`src/rtl/minim_pkg.sv`:
```
// Shared field codes, FSM state type and base-3 helper for the prime-implicant streamer.
package minim_pkg;

  localparam logic [1:0] LIT_NEG = 2'b00;
  localparam logic [1:0] LIT_POS = 2'b01;
  localparam logic [1:0] LIT_DC  = 2'b10;

  typedef enum logic [1:0] {
    ST_IDLE,
    ST_SCAN,
    ST_DRAIN,
    ST_END
  } state_e;

  function automatic int unsigned pow3(input int unsigned n);
    int unsigned r;
    r = 1;
    for (int unsigned i = 0; i < n; i++) begin
      r = r * 3;
    end
    return r;
  endfunction

endpackage

```
`src/rtl/cube_cover_check.sv`:
```
// Combinational cube test: does the cube lie inside on|dc, and does it touch a pure on-minterm.
module cube_cover_check
  import minim_pkg::*;
#(
  parameter int unsigned N_VARS = 5,
  parameter int unsigned CAP_W  = $clog2(N_VARS + 1)
) (
  input  logic [2*N_VARS-1:0]    cube,
  input  logic [0:2**N_VARS-1]   on_set,
  input  logic [0:2**N_VARS-1]   dc_set,
  input  logic [CAP_W-1:0]       k,
  output logic                   implicant,
  output logic                   covers_on
);

  logic [N_VARS-1:0] act;
  logic [N_VARS-1:0] fixed;
  logic [N_VARS-1:0] want;
  logic [N_VARS-1:0] mv;
  logic              hit;

  for (genvar i = 0; i < N_VARS; i++) begin : g_field
    assign act[i]   = (CAP_W'(i) < k);
    assign fixed[i] = act[i] && (cube[2*i +: 2] != LIT_DC);
    assign want[i]  = cube[2*i];
  end

  // Minterms with a set bit above k lie outside the active table and are never covered.
  always_comb begin
    implicant = 1'b1;
    covers_on = 1'b0;
    mv        = '0;
    hit       = 1'b0;
    for (int unsigned m = 0; m < 2**N_VARS; m++) begin
      mv  = N_VARS'(m);
      hit = (((mv ^ want) & fixed) == '0) && ((mv & ~act) == '0);
      if (hit) begin
        if (!on_set[mv] && !dc_set[mv]) implicant = 1'b0;
        if (on_set[mv] && !dc_set[mv])  covers_on = 1'b1;
      end
    end
  end

endmodule

```
`src/rtl/minim_prime_stream.sv`:
```
// Streams every prime implicant of a captured truth table, one cube evaluated per clock.
// Optional feature macro: MINIM_DC_EN adds the dc_mask don't-care input.
module minim_prime_stream
  import minim_pkg::*;
#(
  parameter int unsigned N_VARS = 5,
  parameter int unsigned CAP_W  = $clog2(N_VARS + 1),
  parameter int unsigned RES_W  = 8
) (
  input  logic                   clk,
  input  logic                   rst,
  input  logic                   data_ready,
  input  logic [0:2**N_VARS-1]   data,
  input  logic [CAP_W-1:0]       capacity,
`ifdef MINIM_DC_EN
  input  logic [0:2**N_VARS-1]   dc_mask,
`endif
  input  logic                   res_ready,
  output logic                   ready_result,
  output logic [2*N_VARS-1:0]    result,
  output logic                   result_end,
  output logic [RES_W-1:0]       res_count,
  output logic                   busy
);

  state_e                 state_q, state_d;
  logic [0:2**N_VARS-1]   data_q, data_d;
  logic [0:2**N_VARS-1]   dc_set;
  logic [CAP_W-1:0]       cap_q, cap_d;
  logic [2*N_VARS-1:0]    cube_q, cube_d;
  logic [2*N_VARS-1:0]    result_q, result_d;
  logic                   rr_q, rr_d;
  logic [RES_W-1:0]       count_q, count_d;

`ifdef MINIM_DC_EN
  logic [0:2**N_VARS-1]   dc_q, dc_d;
  assign dc_set = dc_q;
`else
  assign dc_set = '0;
`endif

  logic [N_VARS-1:0]      act;
  logic [N_VARS:0]        impl_v, cov_v, carry;
  logic [N_VARS-1:0]      block;
  logic [2*N_VARS-1:0]    cube_inc;
  logic                   prime, last_cube, slot_free, cap_ok;

  // Instance e < N_VARS checks the cube with field e widened to don't-care; instance N_VARS checks the cube itself.
  for (genvar e = 0; e <= N_VARS; e++) begin : g_chk
    logic [2*N_VARS-1:0] c;
    if (e < N_VARS) begin : g_exp
      always_comb begin
        c            = cube_q;
        c[2*e +: 2]  = LIT_DC;
      end
    end else begin : g_self
      assign c = cube_q;
    end
    cube_cover_check #(.N_VARS(N_VARS), .CAP_W(CAP_W)) u_chk (
      .cube      (c),
      .on_set    (data_q),
      .dc_set    (dc_set),
      .k         (cap_q),
      .implicant (impl_v[e]),
      .covers_on (cov_v[e])
    );
  end

  // Base-3 ripple increment; inactive fields stay 00 and just pass the carry.
  assign carry[0] = 1'b1;
  for (genvar i = 0; i < N_VARS; i++) begin : g_inc
    logic [1:0] f;
    assign f      = cube_q[2*i +: 2];
    assign act[i] = (CAP_W'(i) < cap_q);
    assign cube_inc[2*i +: 2] = (act[i] && carry[i]) ? ((f == LIT_DC) ? LIT_NEG : f + 2'b01) : f;
    assign carry[i+1] = carry[i] && (!act[i] || (f == LIT_DC));
    assign block[i]   = act[i] && (f != LIT_DC) && impl_v[i];
  end

  // Every expansion is a superset of the cube, so the AND equals the cube's own covers_on.
  assign prime     = impl_v[N_VARS] && (&cov_v) && (block == '0);
  assign last_cube = carry[N_VARS];
  assign slot_free = !rr_q || res_ready;
  assign cap_ok    = (capacity != '0) && (capacity <= CAP_W'(N_VARS));

  always_ff @(posedge clk) begin
    if (rst) begin
      state_q  <= ST_IDLE;
      data_q   <= '0;
      cap_q    <= '0;
      cube_q   <= '0;
      result_q <= '0;
      rr_q     <= 1'b0;
      count_q  <= '0;
`ifdef MINIM_DC_EN
      dc_q     <= '0;
`endif
    end else begin
      state_q  <= state_d;
      data_q   <= data_d;
      cap_q    <= cap_d;
      cube_q   <= cube_d;
      result_q <= result_d;
      rr_q     <= rr_d;
      count_q  <= count_d;
`ifdef MINIM_DC_EN
      dc_q     <= dc_d;
`endif
    end
  end

  always_comb begin
    state_d = state_q;
    unique case (state_q)
      ST_IDLE:  if (data_ready) state_d = cap_ok ? ST_SCAN : ST_END;
      ST_SCAN:  if (slot_free && last_cube) state_d = ST_DRAIN;
      ST_DRAIN: if (slot_free) state_d = ST_END;
      ST_END:   state_d = ST_IDLE;
      default:  state_d = ST_IDLE;
    endcase
  end

  always_comb begin
    data_d   = data_q;
    cap_d    = cap_q;
    cube_d   = cube_q;
    result_d = result_q;
    rr_d     = rr_q;
    count_d  = count_q;
`ifdef MINIM_DC_EN
    dc_d     = dc_q;
`endif
    unique case (state_q)
      ST_IDLE: begin
        if (data_ready) begin
          data_d  = data;
          cap_d   = capacity;
          cube_d  = '0;
          count_d = '0;
`ifdef MINIM_DC_EN
          dc_d    = dc_mask;
`endif
        end
      end
      ST_SCAN: begin
        if (slot_free) begin
          cube_d = cube_inc;
          if (prime) begin
            result_d = cube_q;
            rr_d     = 1'b1;
            count_d  = count_q + RES_W'(1);
          end else begin
            rr_d = 1'b0;
          end
        end
      end
      ST_DRAIN: if (slot_free) rr_d = 1'b0;
      ST_END:   rr_d = 1'b0;
      default:  rr_d = 1'b0;
    endcase
    busy       = (state_q != ST_IDLE);
    result_end = (state_q == ST_END);
  end

  assign ready_result = rr_q;
  assign result       = result_q;
  assign res_count    = count_q;

endmodule

```
`config.mk`:
```
export PLATFORM = sky130hd
export DESIGN_NAME = minim_prime_stream
export DESIGN_NICKNAME = d
export VERILOG_FILES = /design/src/rtl/minim_pkg.sv /design/src/rtl/cube_cover_check.sv /design/src/rtl/minim_prime_stream.sv
export SDC_FILE = /design/constraint.sdc
export NUM_CORES = 1
export LEC_CHECK = 0
export ABC_CLOCK_PERIOD_IN_PS = 5150
export CAP_MARGIN = 25
export CORE_UTILIZATION = 30
export CTS_BUF_LIST = sky130_fd_sc_hd__clkbuf_4
export CTS_CLUSTER_SIZE = 16
export DETAILED_ROUTE_END_ITERATION = 12
export PLACE_DENSITY_LB_ADDON = 0.1
export SKIP_CTS_REPAIR_TIMING = 1
export SLEW_MARGIN = 25
export SYNTH_ARGS = -nofsm -noshare
export SYNTH_HDL_FRONTEND = slang
export SYNTH_SLANG_ARGS = --single-unit
export TNS_END_PERCENT = 1
```
`constraint.sdc`:
```
create_clock -name clk -period 5.15 [get_ports clk]
set_input_delay 0.515 -clock clk [delete_from_list [all_inputs] [get_ports clk]]
set_output_delay 0.515 -clock clk [all_outputs]
set_load 0.01 [all_outputs]
```
## Yosys cells after proc, flatten, opt, wreduce, memory -nomap -nowiden

Cells that the tools add are included.

- Flip-flop bits (word level): 66
- Word-level logic and storage cells: 1560

- $add $sub $neg: 6
- $lt $le $gt $ge: 6
- Equal/unequal tests: 23
- Mux-type cells: 783
- Bitwise logic cells: 271
- Reductions and logical operators: 460

Operators by type and width:

| cell | number |
|---|---|
| logical NOT 5 bit | 224 |
| bitwise AND 5 bit | 160 |
| 2-to-1 mux 1 bit | 760 |
| logical AND 1 bit | 208 |
| bitwise AND 5 x 4 -> 5 bit | 16 |
| inverter 4 bit | 17 |
| inverter 3 bit | 22 |
| bitwise AND 4 bit | 16 |
| inequality test 2 bit, second input constant | 15 |
| inverter 5 bit | 6 |
| 2-to-1 mux 2 bit | 14 |
| inverter 2 bit | 14 |
| 2-to-1 mux 8 bit | 3 |
| AND reduction 4 bit | 6 |
| 2-to-1 mux 10 bit | 2 |
| case mux 10 bit (2 select lines) | 1 |
| inverter 2 -> 3 bit | 6 |
| inverter 3 -> 4 bit | 4 |
| case mux 8 bit (2 select lines) | 1 |
| == test 2 bit, second input constant | 7 |
| adder 2 x 1 -> 2 bit, second input constant | 5 |
| AND reduction 3 bit | 3 |
| adder 8 x 1 -> 8 bit, second input constant | 1 |
| inverter 1 -> 2 bit | 4 |
| other kinds (16) | 34 |

## Depth between registers and ports, before layout

Gate-level depths: netlist of the first run.

- Depth in word-level cells: 73
- Depth in mapped cells: 14
- Depth with buffers taken out: 10

## Modules after synthesis

Synthesis of the first run repeated with hierarchy kept, for this count alone.

- Cells, all modules: 1230
- Area total of the unflattened synthesis: 8504.4 um^2

By module, submodules not included:

| module | instances | cells each | area an instance (um^2) |
|---|---|---|---|
| cube_cover_check | 6 | 147 | 943.4 |
| minim_prime_stream | 1 | 348 | 2844.0 |

## Worst setup path after synthesis of the first run

No wires, ideal clock.

- Path kind: reg2reg
- From: reg cap_q[0]
- To: reg result_q[1] (netlist: result[1])
- Arrival time: 2.559 ns
- Required time: 5.022 ns
- Setup slack: 2.463 ns
- Cell stages (with the launch flop): 13
- Buffers on the path: 2
- Period minus slack after synthesis: 2.687 ns
- Cell sequence: dfxtp_1 buf_6 a211oi_2 o21ai_2 o31a_1 a41oi_2 a221oi_2 a2111oi_2 nand4b_1 nor4b_2 buf_6 mux2i_1 nor2_1

- Cells in the longest elaborated chain, start to end: 71
- Elaborated cells between the ends (all ways): 1378

RTL lines:

| what | RTL line | source |
|---|---|---|
| start: declaration | minim_prime_stream.sv:29 | `logic [CAP_W-1:0] cap_q, cap_d;` |
| start signal: assignment | minim_prime_stream.sv:101 | `cap_q <= cap_d;` |
| less-than comparator 1 x 3 -> 1 bit, or another cell as far along | cube_cover_check.sv:23, minim_prime_stream.sv:74 |  |
| logical AND 1 bit | cube_cover_check.sv:24, minim_prime_stream.sv:77 |  |
| bitwise AND 5 bit / bitwise AND 4 bit (equally long branches) | cube_cover_check.sv:36 | `hit = (((mv ^ want) & fixed) == '0) && ((mv & ~act) == '0);` |
| logical NOT 5 bit | cube_cover_check.sv:36 |  |
| 2-to-1 mux 1 bit | cube_cover_check.sv:37 | `if (hit) begin` |
| 2-to-1 mux 1 bit, on equally long branches | cube_cover_check.sv:39, cube_cover_check.sv:38 |  |
| 2-to-1 mux 1 bit | cube_cover_check.sv:37 |  |
| 2-to-1 mux 1 bit, on equally long branches | cube_cover_check.sv:39, cube_cover_check.sv:38 |  |
| (+55 left out) | - |  |
| 2-to-1 mux 1 bit, on equally long branches | cube_cover_check.sv:39, cube_cover_check.sv:38 |  |
| 2-to-1 mux 1 bit | cube_cover_check.sv:37 |  |
| 2-to-1 mux 1 bit, on equally long branches | cube_cover_check.sv:39, cube_cover_check.sv:38 |  |
| 2-to-1 mux 1 bit | cube_cover_check.sv:37 |  |
| AND reduction 6 bit / logical AND 1 bit (equally long branches) | minim_prime_stream.sv:81, minim_prime_stream.sv:77 |  |
| logical AND 1 bit / logical NOT 5 bit (equally long branches) | minim_prime_stream.sv:81 | `assign prime = impl_v[N_VARS] && (&cov_v) && (block == '0);` |
| logical AND 1 bit * | minim_prime_stream.sv:81 |  |
| AND reduction 3 bit (no source line) * | - |  |
| end signal: assignment | minim_prime_stream.sv:103 | `result_q <= result_d;` |
| end: declaration | minim_prime_stream.sv:31 | `logic [2*N_VARS-1:0] result_q, result_d;` |

Mark *: on every way between the ends. The rest lies on a longest branch, timed or not.
A chain may end at the register's enable or synchronous reset.

## Worst setup path in the final report of the first run

- From: reg cap_q[2]
- To: reg count_q[6] (netlist: res_count[6])

- Cells in the longest elaborated chain, start to end: 72
- Elaborated cells between the ends (all ways): 1379

RTL lines:

| what | RTL line | source |
|---|---|---|
| less-than comparator 1 x 3 -> 1 bit, or another cell as far along | cube_cover_check.sv:23, minim_prime_stream.sv:74 |  |
| logical AND 1 bit | cube_cover_check.sv:24, minim_prime_stream.sv:77 |  |
| bitwise AND 5 bit / bitwise AND 4 bit (equally long branches) | cube_cover_check.sv:36 |  |
| logical NOT 5 bit | cube_cover_check.sv:36 |  |
| 2-to-1 mux 1 bit | cube_cover_check.sv:37 |  |
| 2-to-1 mux 1 bit, on equally long branches | cube_cover_check.sv:39, cube_cover_check.sv:38 |  |
| 2-to-1 mux 1 bit | cube_cover_check.sv:37 |  |
| 2-to-1 mux 1 bit, on equally long branches | cube_cover_check.sv:39, cube_cover_check.sv:38 |  |
| (+56 left out) | - |  |
| 2-to-1 mux 1 bit | cube_cover_check.sv:37 |  |
| 2-to-1 mux 1 bit, on equally long branches | cube_cover_check.sv:39, cube_cover_check.sv:38 |  |
| 2-to-1 mux 1 bit | cube_cover_check.sv:37 |  |
| AND reduction 6 bit / logical AND 1 bit (equally long branches) | minim_prime_stream.sv:81, minim_prime_stream.sv:77 |  |
| logical AND 1 bit / logical NOT 5 bit (equally long branches) | minim_prime_stream.sv:81 |  |
| logical AND 1 bit * | minim_prime_stream.sv:81 |  |
| inequality test 2 bit (no source line) * | - |  |
| AND reduction 4 bit (no source line) * | - |  |
| end signal: assignment | minim_prime_stream.sv:105 | `count_q <= count_d;` |
| end: declaration | minim_prime_stream.sv:33 | `logic [RES_W-1:0] count_q, count_d;` |

Marks and branches as above.

==> results.json, run 1 <==
{
  "via_count": 6770,
  "status": "complete, no violations",
  "yosysSeqAreaShare_pct": 22.4,
  "fin_hold_ws_ns": 0.500,
  "yosys_warnings": 0,
  "ff_latch_area_um2": 1330,
  "fin_crit_sh_pct": 84.0,
  "synth.distinct_cells": 96,
  "path_delay_family": "compound AO/OA/AOI/OAI gates",
  "viasPerCell": 6.16,
  "rows": 50,
  "area_growth_pct": 12.2,
  "die_h_um": 142,
  "critical_path.startpoint_type": "flip-flop",
  "synth_edf_count": 0,
  "worst_pin_slew_ns": 1.01,
  "report.final.slew_viol_count": 0,
  "antenna_left": 0,
  "clkSlewWorstSetupHoldPaths_ns": 0.11,
  "dpl.hpwl_um": 19400,
  "hold_viol": 0,
  "cts_buffers": 9,
  "layoutNonFillerInstCount": 1099,
  "core_area_um2": 19000,
  "path_cells": "nor2_1, a2bb2oi_2, a2111oi_2, o2111ai_1, nand2_1, o21ai_1, nand4b_1, o21ai_2, or4b_1, o21ai_1",
  "rsz0062_at_grt": "false",
  "cts_tree": "done",
  "dieArea_um2": 20200,
  "critPathBufInv": 0,
  "ys_ff_latch": 66,
  "ir_worst_vdd_v": 0.000296,
  "drv_cap": 0,
  "crit_path_max_fanout": 44,
  "leakage_nw": 2.26,
  "drc": 0,
  "hold_start": "ready_result$_SDFFE_PP0P_",
  "hold_path.class": "flip-flop to flip-flop",
  "h-tree-depth": 3,
  "io_pins": 60,
  "synthesis.nets": 875,
  "insertion_delay_ns": 0.47,
  "drt_iter0_markers": 682,
  "path_class": "flip-flop to flip-flop",
  "crit_slowest_cell": "dfxtp_2",
  "ys_async_sr_fraction_pct": 0,
  "antenna_found_initial": 1,
  "grt_pass1_vias": 6705,
  "start_util_pct": 31.1,
  "crit_required_ns": 5.54,
  "worst_path_largest_cell_delay_ns": 1.00,
  "grt_util_all_layers_pct": 27.0,
  "cts_buffer_depth": 2,
  "grt_pass1_wl_um": 40500,
  "netlist_area_um2": 5890,
  "reg2reg_depth": 10,
  "power_mw": 2.22,
  "startpoint": "cap_q[2]$_SDFFE_PP0P_",
  "multi_input_area_um2": 4060,
  "min_period_ns": 4.33,
  "tns_ns": 0,
  "io_buffers": 59,
  "max_freq_mhz": 231,
  "place.gp.congestion": 0.954,
  "critPathArrivalTime_ns": 4.72,
  "die_w_um": 142,
  "reg2reg_slack_ns": 0.82,
  "detail_route.wl_per_cell_um": 24.2,
  "synth_cells": 831,
  "worstHoldEndpoint": "ready_result$_SDFFE_PP0P_",
  "clock_sinks": 66,
  "powerDensity_nw_per_um2": 336,
  "drt_first_pass_iters": 6,
  "skew_ns": 0.0189,
  "drive_above_1_share_pct": 11.2,
  "final_nets": 877,
  "max_slew_margin_pct": 32.5,
  "grt-ovfl-total": 0,
  "n_fill_cell": 2058,
  "grt_start_max_net_pins": 63,
  "drt_wl_total_um": 26600,
  "r2r-start": "cap_q[2]$_SDFFE_PP0P_",
  "r2r-end": "res_count[6]$_SDFFE_PP0P_",
  "crit_top_cell": "o21ai_1",
  "setup_viol": 0,
  "end_kind": "flip-flop",
  "dp_cells": 1082,
  "min_path_cells": 2,
  "clockRootBuffer": "clkbuf_4",
  "synth.avg_cell_area_um2": 7.09,
  "yosys_most_used_dff": "dfxtp_1"
}
metal layers:
metal	vias up	part of all wire (%)	track usage, %
li1	3043	-	-
met1	3291	44	35.7
met2	349	43	40.8
met3	87	8.1	5.85
met4	0	4.5	14.8
met5	-	0	0
cells by family after synthesis:
logic type / Yosys count / share of synthesized area (%)
multiplexers: 16 / 2.74
AND/OR/NAND/NOR: 343 / 28.4
adder cells (fa/ha/maj): 6 / 1.25
buffers and inverters: 99 / 8.75
flip-flops: 66 / 22.4
AO/OA/AOI/OAI: 301 / 36.5
state kept, by name, summed over array words and instances (netlist names):
register      cells
cap_q             3
cube_q           10
data_q           32
ready_result      1
res_count         8
result           10
state_q           2
worst max-delay path by stage:
stage,to,slack [ns],cells after the start
4_1_cts,res_count[6]$_SDFFE_PP0P_,0.84,10
3_5_place_dp,res_count[6]$_SDFFE_PP0P_,0.86,10
2_1_floorplan,result[1]$_SDFFE_PP0P_,2.46,12
3_3_place_gp,res_count[6]$_SDFFE_PP0P_,0.83,10
6_report,res_count[6]$_SDFFE_PP0P_,0.82,10
5_1_grt,res_count[6]$_SDFFE_PP0P_,0.61,10
cells in the mapped netlist (7+ instances only):
library cell | instances | area (um^2)
nand2_1 | 129 | 484
nor2_1 | 97 | 364
a21oi_1 | 80 | 400
dfxtp_1 | 66 | 1320
clkbuf_1 | 36 | 135
o21ai_0 | 32 | 160
o22ai_1 | 26 | 163
nand3_1 | 20 | 100
buf_2 | 18 | 90.1
inv_1 | 15 | 56.3
mux2i_1 | 15 | 150
nand4_1 | 14 | 87.6
a22oi_1 | 13 | 97.6
nor3_1 | 12 | 60.1
a211oi_1 | 10 | 75.1
a21o_1 | 10 | 75.1
o22a_1 | 10 | 87.6
buf_6 | 9 | 101
buf_1 | 8 | 30.0
a22o_1 | 7 | 61.3
and3_1 | 7 | 43.8
buf_4 | 7 | 52.6
o221ai_1 | 7 | 61.3
area by class of cell:
class | count | share of cell area [%]
antenna | 1 | 0.0379
clock buffer | 10 | 1.14
clock inverter | 6 | 0.871
inverter | 15 | 0.852
multi-input combinational | 666 | 61.4
sequential | 66 | 20.1
tap | 260 | 4.93
timing repair buffer | 75 | 10.7
tightest hold or removal path: cells and delay by family, from the launching register on:
kind	cells	cell delay (ns)
AO/OA/AOI/OAI	2	0.13
flip-flops	1	0.34
layout by cell type, fill, tap and decap left out, drive strengths merged, types with 16 or more instances in the layout:
cell type and n:
clkdlybuf4s50 58, nand2 134, a21oi 81, buf 17, nor2 102, o21ai 43, dfxtp 66, o22ai 30
nor3 16, nand3 21
per-stage QoR:
| step | worst slack [ns] | area (um^2) | util (%) |
|---|---|---|---|
| 4_1_cts | 0.836 | 6600 | 34.8 |
| 5_1_grt | 0.615 | 6610 | 34.8 |
| 6_report | 0.822 | 6610 | 34.8 |
| 2_1_floorplan | 2.46 | 5890 | - |
| 3_5_place_dp | 0.863 | 6470 | 34.1 |
| 3_3_place_gp | 0.834 | 6460 | 34.1 |
where the power goes:
group          switching (mW)  internal (mW)
clock network           0.214          0.150
registers               0.248          0.569
logic                   0.671          0.367
total                    1.13           1.09
No activity file was read; power rests on OpenSTA's default activity.
==> run 2, diff against run 1 <==
Settings changed: ABC_CLOCK_PERIOD_IN_PS 5150 to 4200.
Clock period 5.15 ns to 4.2 ns, I/O delays scaled along.
==> results.json, run 2 (synthesis gave the netlist of run 1 again) <==
{
  "cts_buffer_depth": 2,
  "drv_cap": 0,
  "path_class": "flip-flop to flip-flop",
  "rows": 50,
  "critPathArrivalTime_ns": 4.19,
  "die_h_um": 142,
  "clock_sinks": 66,
  "reg2reg_depth": 11,
  "skew_ns": 0.0277,
  "grt_pass1_vias": 6487,
  "final_common_cell": "nand2_1",
  "drt_first_pass_iters": 9,
  "max_slew_margin_pct": 41.5,
  "multi_input_area_um2": 4050,
  "reg2reg_slack_ns": 0.37,
  "largest_reg_flops": 32,
  "dpl.hpwl_um": 19700,
  "status": "complete, no violations",
  "grt-ovfl-total": 0,
  "rsz0062_at_grt": "false",
  "clkSlewWorstSetupHoldPaths_ns": 0.15,
  "area_growth_pct": 15.0,
  "cts_buffers": 9,
  "final_nets": 899,
  "insertion_delay_ns": 0.48,
  "max_freq_mhz": 261,
  "r2r-start": "cap_q[1]$_SDFFE_PP0P_",
  "antenna_left": 0,
  "drive_above_1_share_pct": 13.3,
  "tns_ns": 0,
  "drt_wl_total_um": 26800,
  "h-tree-depth": 3,
  "ff_latch_area_um2": 1320,
  "endpoint": "result[4]$_SDFFE_PP0P_",
  "setup_ws_ns": 0.367,
  "antenna_found_initial": 1,
  "via_count": 6834,
  "drc": 0,
  "final_area_um2": 6780,
  "crit_required_ns": 4.55,
  "place.gp.congestion": 0.987,
  "pre_cts_slack_ns": 0.487,
  "clockRootBuffer": "clkbuf_4",
  "ir_worst_vdd_v": 0.000313,
  "critical_path.startpoint_type": "flip-flop",
  "setup_viol": 0,
  "grt_util_all_layers_pct": 27.1,
  "placed_area_um2": 6630,
  "grt_start_max_net_pins": 44,
  "report.final.slew_viol_count": 0,
  "crit_path_max_fanout": 17,
  "fin_hold_ws_ns": 0.335,
  "hold_path.class": "primary input to flip-flop",
  "hold_viol": 0,
  "n_fill_cell": 2021,
  "largest_register": "data_q",
  "startpoint": "cap_q[1]$_SDFFE_PP0P_",
  "r2r-end": "result[4]$_SDFFE_PP0P_",
  "final_cell_mix": "129 x nand2_1, 97 x nor2_1, 80 x a21oi_1, 65 x dfxtp_1, 58 x clkdlybuf4s50_1",
  "start_util_pct": 31.1,
  "leakage_nw": 2.36,
  "core_area_um2": 19000,
  "die_w_um": 142,
  "powerDensity_nw_per_um2": 412,
  "dieArea_um2": 20200,
  "detail_route.wl_per_cell_um": 23.9,
  "min_period_ns": 3.83,
  "end_kind": "flip-flop",
  "grt_pass1_wl_um": 40700,
  "drt_iter0_markers": 766,
  "cts_tree": "done",
  "fin_crit_sh_pct": 91.3,
  "worst_pin_slew_ns": 0.869,
  "viasPerCell": 6.10,
  "io_buffers": 59,
  "io_pins": 60
}
[run 2: cell count changes in the layout (fill, tap and decap cells not counted), sizes merged]
cell,before,now
clkinv,5,1
buf,17,39
clkbuf,10,9
inv,15,17
clkinvlp,0,3
[run 2: how the worst min path moves through the flow]
stage / startpoint / end / slack (ns) / depth (start not counted)
2_1_floorplan: data_q[6]$_SDFFE_PP0P_ / data_q[6]$_SDFFE_PP0P_ / 0.49 / 2
3_3_place_gp: res_count[6]$_SDFFE_PP0P_ / res_count[6]$_SDFFE_PP0P_ / 0.48 / 2
3_5_place_dp: result[9]$_SDFFE_PP0P_ / result[9]$_SDFFE_PP0P_ / 0.48 / 2
4_1_cts: rst / cube_q[1]$_SDFFE_PP0P_ / 0.30 / 2
5_1_grt: rst / result[3]$_SDFFE_PP0P_ / 0.32 / 2
6_report: rst / cube_q[1]$_SDFFE_PP0P_ / 0.34 / 2
[run 2: worst max-delay path, stage by stage (launching register included)]
cell and delay, ns:
dfxtp_1 0.56, or3_1 0.62, a22oi_1 0.65, o21ai_0 0.20
a21oi_1 0.18, nor3_1 0.09, a31oi_1 0.34, nand4_2 0.27
nor4b_2 0.27, buf_4 0.26, mux2i_1 0.21, nor2_1 0.05
[run 2: area by class of cell]
cell class | count | area share, %
Sequential cell | 66 | 19.5
Antenna cell | 1 | 0.0369
Inverter | 15 | 0.831
Tap cell | 260 | 4.80
Clock inverter | 7 | 1.14
Timing Repair Buffer | 97 | 12.9
Multi-Input combinational cell | 666 | 59.8
Clock buffer | 9 | 0.997
[run 2: per-stage QoR]
stage                     util, %  power (mW)  std cells
after floorplan                 -        1.79        831
after global placement       35.0        2.29       1104
after detailed placement     35.0        2.29       1104
after CTS                    35.7        2.78       1120
after global routing         35.7        2.96       1121
final                        35.7        2.79       1121
[run 2: layer usage]
layer / track usage, % / routed length, um
met4: 11.4 / 837
met2: 41.7 / 11900
met1: 37.3 / 12100
met5: 0 / 0
met3: 4.31 / 1950
[run 2: report_power, final]
part	leakage, nW	total, mW	internal [mW]	switching (mW)
Sequential	0.538	0.961	0.697	0.264
Combinational	1.75	1.36	0.488	0.870
Clock	0.0705	0.475	0.186	0.290
